$ cat src/rtl/sram_req_ctrl_pkg.sv
// Shared types and constants for the SRAM request controller and its benches.
package sram_req_ctrl_pkg;

  typedef enum logic [1:0] {
    ST_INIT  = 2'd0,
    ST_RUN   = 2'd1,
    ST_DRAIN = 2'd2
  } ctrl_state_e;

  localparam logic [127:0] INIT_VALUE_DEFAULT = '0;

endpackage

$ cat src/rtl/sram_rsp_fifo.sv
// In-order response buffer; when full it still accepts a push in a cycle that pops.
module sram_rsp_fifo #(
  parameter int WIDTH = 8,
  parameter int DEPTH = 2
) (
  input  logic                       clk_i,
  input  logic                       rst_i,
  input  logic                       in_valid_i,
  output logic                       in_ready_o,
  input  logic [WIDTH-1:0]           in_data_i,
  output logic                       out_valid_o,
  input  logic                       out_ready_i,
  output logic [WIDTH-1:0]           out_data_o,
  output logic [$clog2(DEPTH+1)-1:0] count_o
);
  localparam int CNT_W = $clog2(DEPTH + 1);
  localparam int PTR_W = (DEPTH > 1) ? $clog2(DEPTH) : 1;
  localparam logic [CNT_W-1:0] FULL = CNT_W'(DEPTH);
  localparam logic [PTR_W-1:0] LAST = PTR_W'(DEPTH - 1);

  logic [WIDTH-1:0] mem [DEPTH];
  logic [PTR_W-1:0] wr_ptr;
  logic [PTR_W-1:0] rd_ptr;
  logic [CNT_W-1:0] count;
  logic             push;
  logic             pop;

  assign out_valid_o = (count != '0);
  assign in_ready_o  = (count != FULL) || out_ready_i;
  assign push        = in_valid_i && in_ready_o;
  assign pop         = out_valid_o && out_ready_i;
  assign count_o     = count;
  // The head word is held until popped, so data stays stable under backpressure.
  assign out_data_o  = out_valid_o ? mem[rd_ptr] : '0;

  always_ff @(posedge clk_i or posedge rst_i) begin
    if (rst_i) begin
      wr_ptr <= '0;
      rd_ptr <= '0;
      count  <= '0;
    end else begin
      if (push) wr_ptr <= (wr_ptr == LAST) ? '0 : wr_ptr + PTR_W'(1);
      if (pop)  rd_ptr <= (rd_ptr == LAST) ? '0 : rd_ptr + PTR_W'(1);
      case ({push, pop})
        2'b10:   count <= count + CNT_W'(1);
        2'b01:   count <= count - CNT_W'(1);
        default: count <= count;
      endcase
    end
  end

  always_ff @(posedge clk_i) begin
    if (push) mem[wr_ptr] <= in_data_i;
  end

endmodule

$ cat src/rtl/sram_req_ctrl.sv
// Single-port SRAM front end: clears the array after reset/flush, then serves
// reads and bit-masked writes with a bounded in-order read-response buffer.
module sram_req_ctrl
  import sram_req_ctrl_pkg::*;
#(
  parameter int                    ADDR_WIDTH = 6,
  parameter int                    DATA_WIDTH = 128,
  parameter int                    RSP_DEPTH  = 2,
  parameter logic [DATA_WIDTH-1:0] INIT_VALUE = DATA_WIDTH'(INIT_VALUE_DEFAULT)
) (
  input  logic                  clk_i,
  input  logic                  rst_i,
  input  logic                  flush_i,
  output logic                  init_done_o,
  output ctrl_state_e           state_o,
  input  logic                  req_valid_i,
  output logic                  req_ready_o,
  input  logic                  req_we_i,
  input  logic [ADDR_WIDTH-1:0] req_addr_i,
  input  logic [DATA_WIDTH-1:0] req_wdata_i,
  input  logic [DATA_WIDTH-1:0] req_be_i,
  output logic                  rsp_valid_o,
  input  logic                  rsp_ready_i,
  output logic [DATA_WIDTH-1:0] rsp_rdata_o,
  output logic                  mem_ce_o,
  output logic                  mem_rdwen_o,
  output logic [ADDR_WIDTH-1:0] mem_a_o,
  output logic [DATA_WIDTH-1:0] mem_di_o,
  output logic [DATA_WIDTH-1:0] mem_bw_o,
  input  logic [DATA_WIDTH-1:0] mem_do_i
);
  localparam int CNT_W = $clog2(RSP_DEPTH + 1);
  localparam logic [CNT_W:0] OUT_MAX = (CNT_W + 1)'(RSP_DEPTH);

  ctrl_state_e           state;
  logic [ADDR_WIDTH-1:0] init_cnt;
  logic                  rd_inflight;
  logic                  req_fire;
  logic                  rsp_pop;
  logic                  fifo_in_ready;
  logic [CNT_W-1:0]      fifo_count;
  logic [CNT_W:0]        outstanding;

  // Handshakes: a transfer happens on a rising edge where valid && ready are both
  // high; ready never depends on valid, and a producer holds its payload while waiting.
  assign req_fire    = req_valid_i && req_ready_o;
  assign rsp_pop     = rsp_valid_o && rsp_ready_i;
  assign outstanding = {1'b0, fifo_count} + (CNT_W + 1)'(rd_inflight);
  assign state_o     = state;

  always_comb begin
    req_ready_o = 1'b0;
    if (state == ST_RUN && !flush_i && fifo_in_ready)
      req_ready_o = (outstanding < OUT_MAX) || (outstanding == OUT_MAX && rsp_pop);
  end

  always_comb begin
    mem_ce_o    = 1'b0;
    mem_rdwen_o = 1'b0;
    mem_a_o     = '0;
    mem_di_o    = '0;
    mem_bw_o    = '0;
    if (!rst_i) begin
      if (state == ST_INIT) begin
        mem_ce_o    = 1'b1;
        mem_rdwen_o = 1'b1;
        mem_a_o     = init_cnt;
        mem_di_o    = INIT_VALUE;
        mem_bw_o    = '1;
      end else if (req_fire) begin
        mem_ce_o    = 1'b1;
        mem_rdwen_o = req_we_i;
        mem_a_o     = req_addr_i;
        mem_di_o    = req_wdata_i;
        mem_bw_o    = req_we_i ? req_be_i : '0;
      end
    end
  end

  always_ff @(posedge clk_i or posedge rst_i) begin
    if (rst_i) begin
      state       <= ST_INIT;
      init_cnt    <= '0;
      rd_inflight <= 1'b0;
      init_done_o <= 1'b0;
    end else begin
      // Read data returns one cycle after the read strobe and lands in the FIFO.
      rd_inflight <= req_fire && !req_we_i;
      case (state)
        ST_INIT: begin
          init_cnt <= init_cnt + ADDR_WIDTH'(1);
          if (init_cnt == '1) begin
            state       <= ST_RUN;
            init_done_o <= 1'b1;
          end
        end
        ST_RUN: begin
          if (flush_i) begin
            state       <= ST_DRAIN;
            init_done_o <= 1'b0;
          end
        end
        ST_DRAIN: begin
          if (outstanding == '0) begin
            state    <= ST_INIT;
            init_cnt <= '0;
          end
        end
        default: begin
          state       <= ST_INIT;
          init_cnt    <= '0;
          init_done_o <= 1'b0;
        end
      endcase
    end
  end

  sram_rsp_fifo #(
    .WIDTH (DATA_WIDTH),
    .DEPTH (RSP_DEPTH)
  ) u_rsp_fifo (
    .clk_i       (clk_i),
    .rst_i       (rst_i),
    .in_valid_i  (rd_inflight),
    .in_ready_o  (fifo_in_ready),
    .in_data_i   (mem_do_i),
    .out_valid_o (rsp_valid_o),
    .out_ready_i (rsp_ready_i),
    .out_data_o  (rsp_rdata_o),
    .count_o     (fifo_count)
  );

endmodule

$ cat config.mk
export PLATFORM = sky130hd
export DESIGN_NAME = sram_req_ctrl
export DESIGN_NICKNAME = d
export VERILOG_FILES = /design/src/rtl/sram_req_ctrl_pkg.sv /design/src/rtl/sram_rsp_fifo.sv /design/src/rtl/sram_req_ctrl.sv
export SDC_FILE = /design/constraint.sdc
export NUM_CORES = 1
export LEC_CHECK = 0
export CORE_AREA = 4 4 307 309
export CTS_BUF_LIST = sky130_fd_sc_hd__clkbuf_4 sky130_fd_sc_hd__clkbuf_8
export DETAILED_ROUTE_END_ITERATION = 8
export DIE_AREA = 0 0 311 313
export SYNTH_ARGS = -nofsm -noshare
export SYNTH_HDL_FRONTEND = slang
export SYNTH_SLANG_ARGS = --single-unit
export TNS_END_PERCENT = 100
$ cat constraint.sdc
create_clock -name clk_i -period 8.33 [get_ports clk_i]
set_input_delay 0.833 -clock clk_i [delete_from_list [all_inputs] [get_ports clk_i]]
set_output_delay 0.833 -clock clk_i [all_outputs]
set_load 0.01 [all_outputs]
==> results.yml <==
setup_path:
  crit_type: "in2out"
  critPathMaxFanout: 135
  critPathArrivalTime_ns: 4.53
  crit_path_end_kind: "primary output"
  cp_data_required_time_ns: 7.50
  cp-start-kind: "primary input"
grt:
  grt_max_degree: 136
  antenna_found_initial: 71
  grt_pass1_wl_um: 108000
  grt_use_total_pct: 16.1
  grt_pass1_vias: 12107
  overflow: 0
final_layout:
  layout.nets: 2257
  fillers: 9741
  fin_area_um2: 22900
  synthToLayoutAreaGrowth_pct: 80.7
  drive_above_1_share_pct: 5.70
power:
  peakVddDrop_mv: 0.160
  leakagePower_nw: 8.67
  p_total_mw: 5.06
  power.density_nw_per_um2: 221
placement:
  port_buffers: 792
  place.gp.congestion: 1.13
  dpl.hpwl_um: 67900
  dp_slack_ns: 3.00
  place_area_um2: 21800
cts:
  clock-sinks: 270
  h-tree-depth: 2
  holdBufCountCts: 0
  path_clk_slew_ns: 0.05
  postCtsSetupBuffers: 0
  cts_tree: "done"
  cts_buffer_depth: 3
  cts_resized: 0
  clock_tree.root_cell: "clkbuf_8"
  numCtsBuffers: 50
  insertion_delay_ns: 0.62
floorplan:
  die_x_um: 311
  num_rows: 111
  die_area_um2: 97300
  core_um2: 91400
  die_h_um: 313
  ioPinCount: 793
  start_util_pct: 13.9
logic_synthesis:
  ys_async_sr_fraction_pct: 5.19
  synthTopCellsByArea: "edfxtp_1 (61%), mux2i_1 (10%), nor2_1 (8.0%)"
  synth_top_area_share_pct: 60.7
  yosys.area.top_type: "edfxtp_1"
  synth_area_um2: 12700
  synthCells: 1101
  avgSynthCellArea_um2: 11.5
  post-synth-top-count-cell: "nor2_1"
  yosysWarnings: 0
  synth_edf_count: 256
  synth_nets: 1502
  synth.distinct_cells: 31
  ys_seq_elements: 270
  synth_flop_cell: "edfxtp_1"
  yosys-top-cells-count: "nor2_1 (270), edfxtp_1 (256), a21oi_1 (135)"
  ys_seq_area_share_pct: 63.5
sta:
  finClkSkew_ns: 0.0434
  worstMarginPinSlew_ns: 1.38
  hold_violations: 0
  hold_ws_ns: 0.526
  fmax_mhz: 186
  setup_viol: 0
  setup_ws_ns: 2.97
  drv_slew: 0
  finalCriticalPeriod_ns: 5.36
  slew_headroom_pct: 7.99
  final.period_utilization_pct: 64.4
  rsz0062_at_grt: "no"
  fin_setup_tns_ns: 0
hold_path:
  hp-class: "reg2reg"
detailed_routing:
  drt_iter0_drc: 782
  routed_wl_um: 82700
  post-route-drc-count: 0
  drtAntennaViolNets: 0
  vias: 12141
  viasPerCell: 3.91
  drt_first_pass_iters: 7
  wl_per_cell_um: 26.6
flow_run:
  drv_cap: 0
status:
  status: "finished clean"
-- routing by layer --
layer	vias up	GRT usage (%)	share of wire (%)
met4	16	3.56	2.3
met3	133	6.88	11
met5	-	0	0.13
met2	663	25.9	45
li1	5478	-	-
met1	5851	20.2	41
-- logic make-up after synthesis --
logic type / after synthesis / share of synthesized area, %
simple gates: 433 / 15.7
fa+ha+maj: 5 / 0.494
compound gates: 149 / 6.12
buf+inv: 109 / 3.61
flops: 270 / 63.5
xor+xnor: 6 / 0.415
mux: 129 / 10.2
-- final cells by class --
cell class | count | area (um2) | share of cell area (%)
inverters | 6 | 22.5 | 0.0984
multi-input cells | 722 | 4200 | 18.4
diodes | 22 | 55.1 | 0.241
repair buffers | 806 | 8040 | 35.1
well taps | 1186 | 1480 | 6.48
flip-flops and latches | 270 | 8040 | 35.1
clock buffers | 70 | 851 | 3.72
clock inverters | 21 | 190 | 0.831
-- state kept, by name (all words and copies together) (netlist names) --
name / flops
u_rsp_fifo.mem: 256
init_cnt: 6
state_o: 2
u_rsp_fifo.count_o: 2
init_done_o: 1
rd_inflight: 1
u_rsp_fifo.rd_ptr: 1
u_rsp_fifo.wr_ptr: 1
-- final timing paths --
kind	startpoint	end	slack (ns)	cells after the start
worst max-delay path	rsp_ready_i	mem_bw_o[96]	2.97	7
worst min-delay path	init_done_o	init_done_o	0.53	2
worst max register to register	u_rsp_fifo.count_o[0]	u_rsp_fifo.mem[1][63]	5.40	3
worst min register to register	init_done_o	init_done_o	0.53	2
max in group asynchronous	rst_i	u_rsp_fifo.rd_ptr	6.89	2
min in group asynchronous	rst_i	rd_inflight	0.90	2
-- worst max-delay path: stages --
cell	delay, ns
clkdlybuf4s50_1	0.50
or3b_1	0.49
and4_2	0.54
a22oi_4	0.27
buf_4	1.02
nor2_1	0.20
clkdlybuf4s50_1	0.56
-- metrics by stage --
stage / std cells / utilization (%)
floorplan: 1101 / -
global placement: 2990 / 23.8
detailed placement: 2990 / 23.8
CTS: 3081 / 25.0
global route: 3088 / 25.0
finish: 3103 / 25.0
-- cells in the final DEF, fill, tap and decap left out, drive strengths merged, types with 2 or more instances in the layout --
cell type      instances
a21oi                135
xor2                   2
ha                     5
and3                 132
clkdlybuf4s50        791
xnor2                  4
nand2                 18
dfrtp                 14
nor2                 270
bufinv                 3
clkinv                16
mux2i                128
edfxtp               256
nand3                  3
clkbuf                70
o21ai                 10
inv                    8
diode                 22
buf                   15
and2                   2
nand2b                 2
-- where the power goes --
part	total [mW]	internal, mW	switching, mW
registers	1.60	1.51	0.0943
clock network	1.33	0.757	0.577
logic	2.12	1.06	1.06
total	5.06	3.33	1.73
Power figures use the tool's default switching activity.
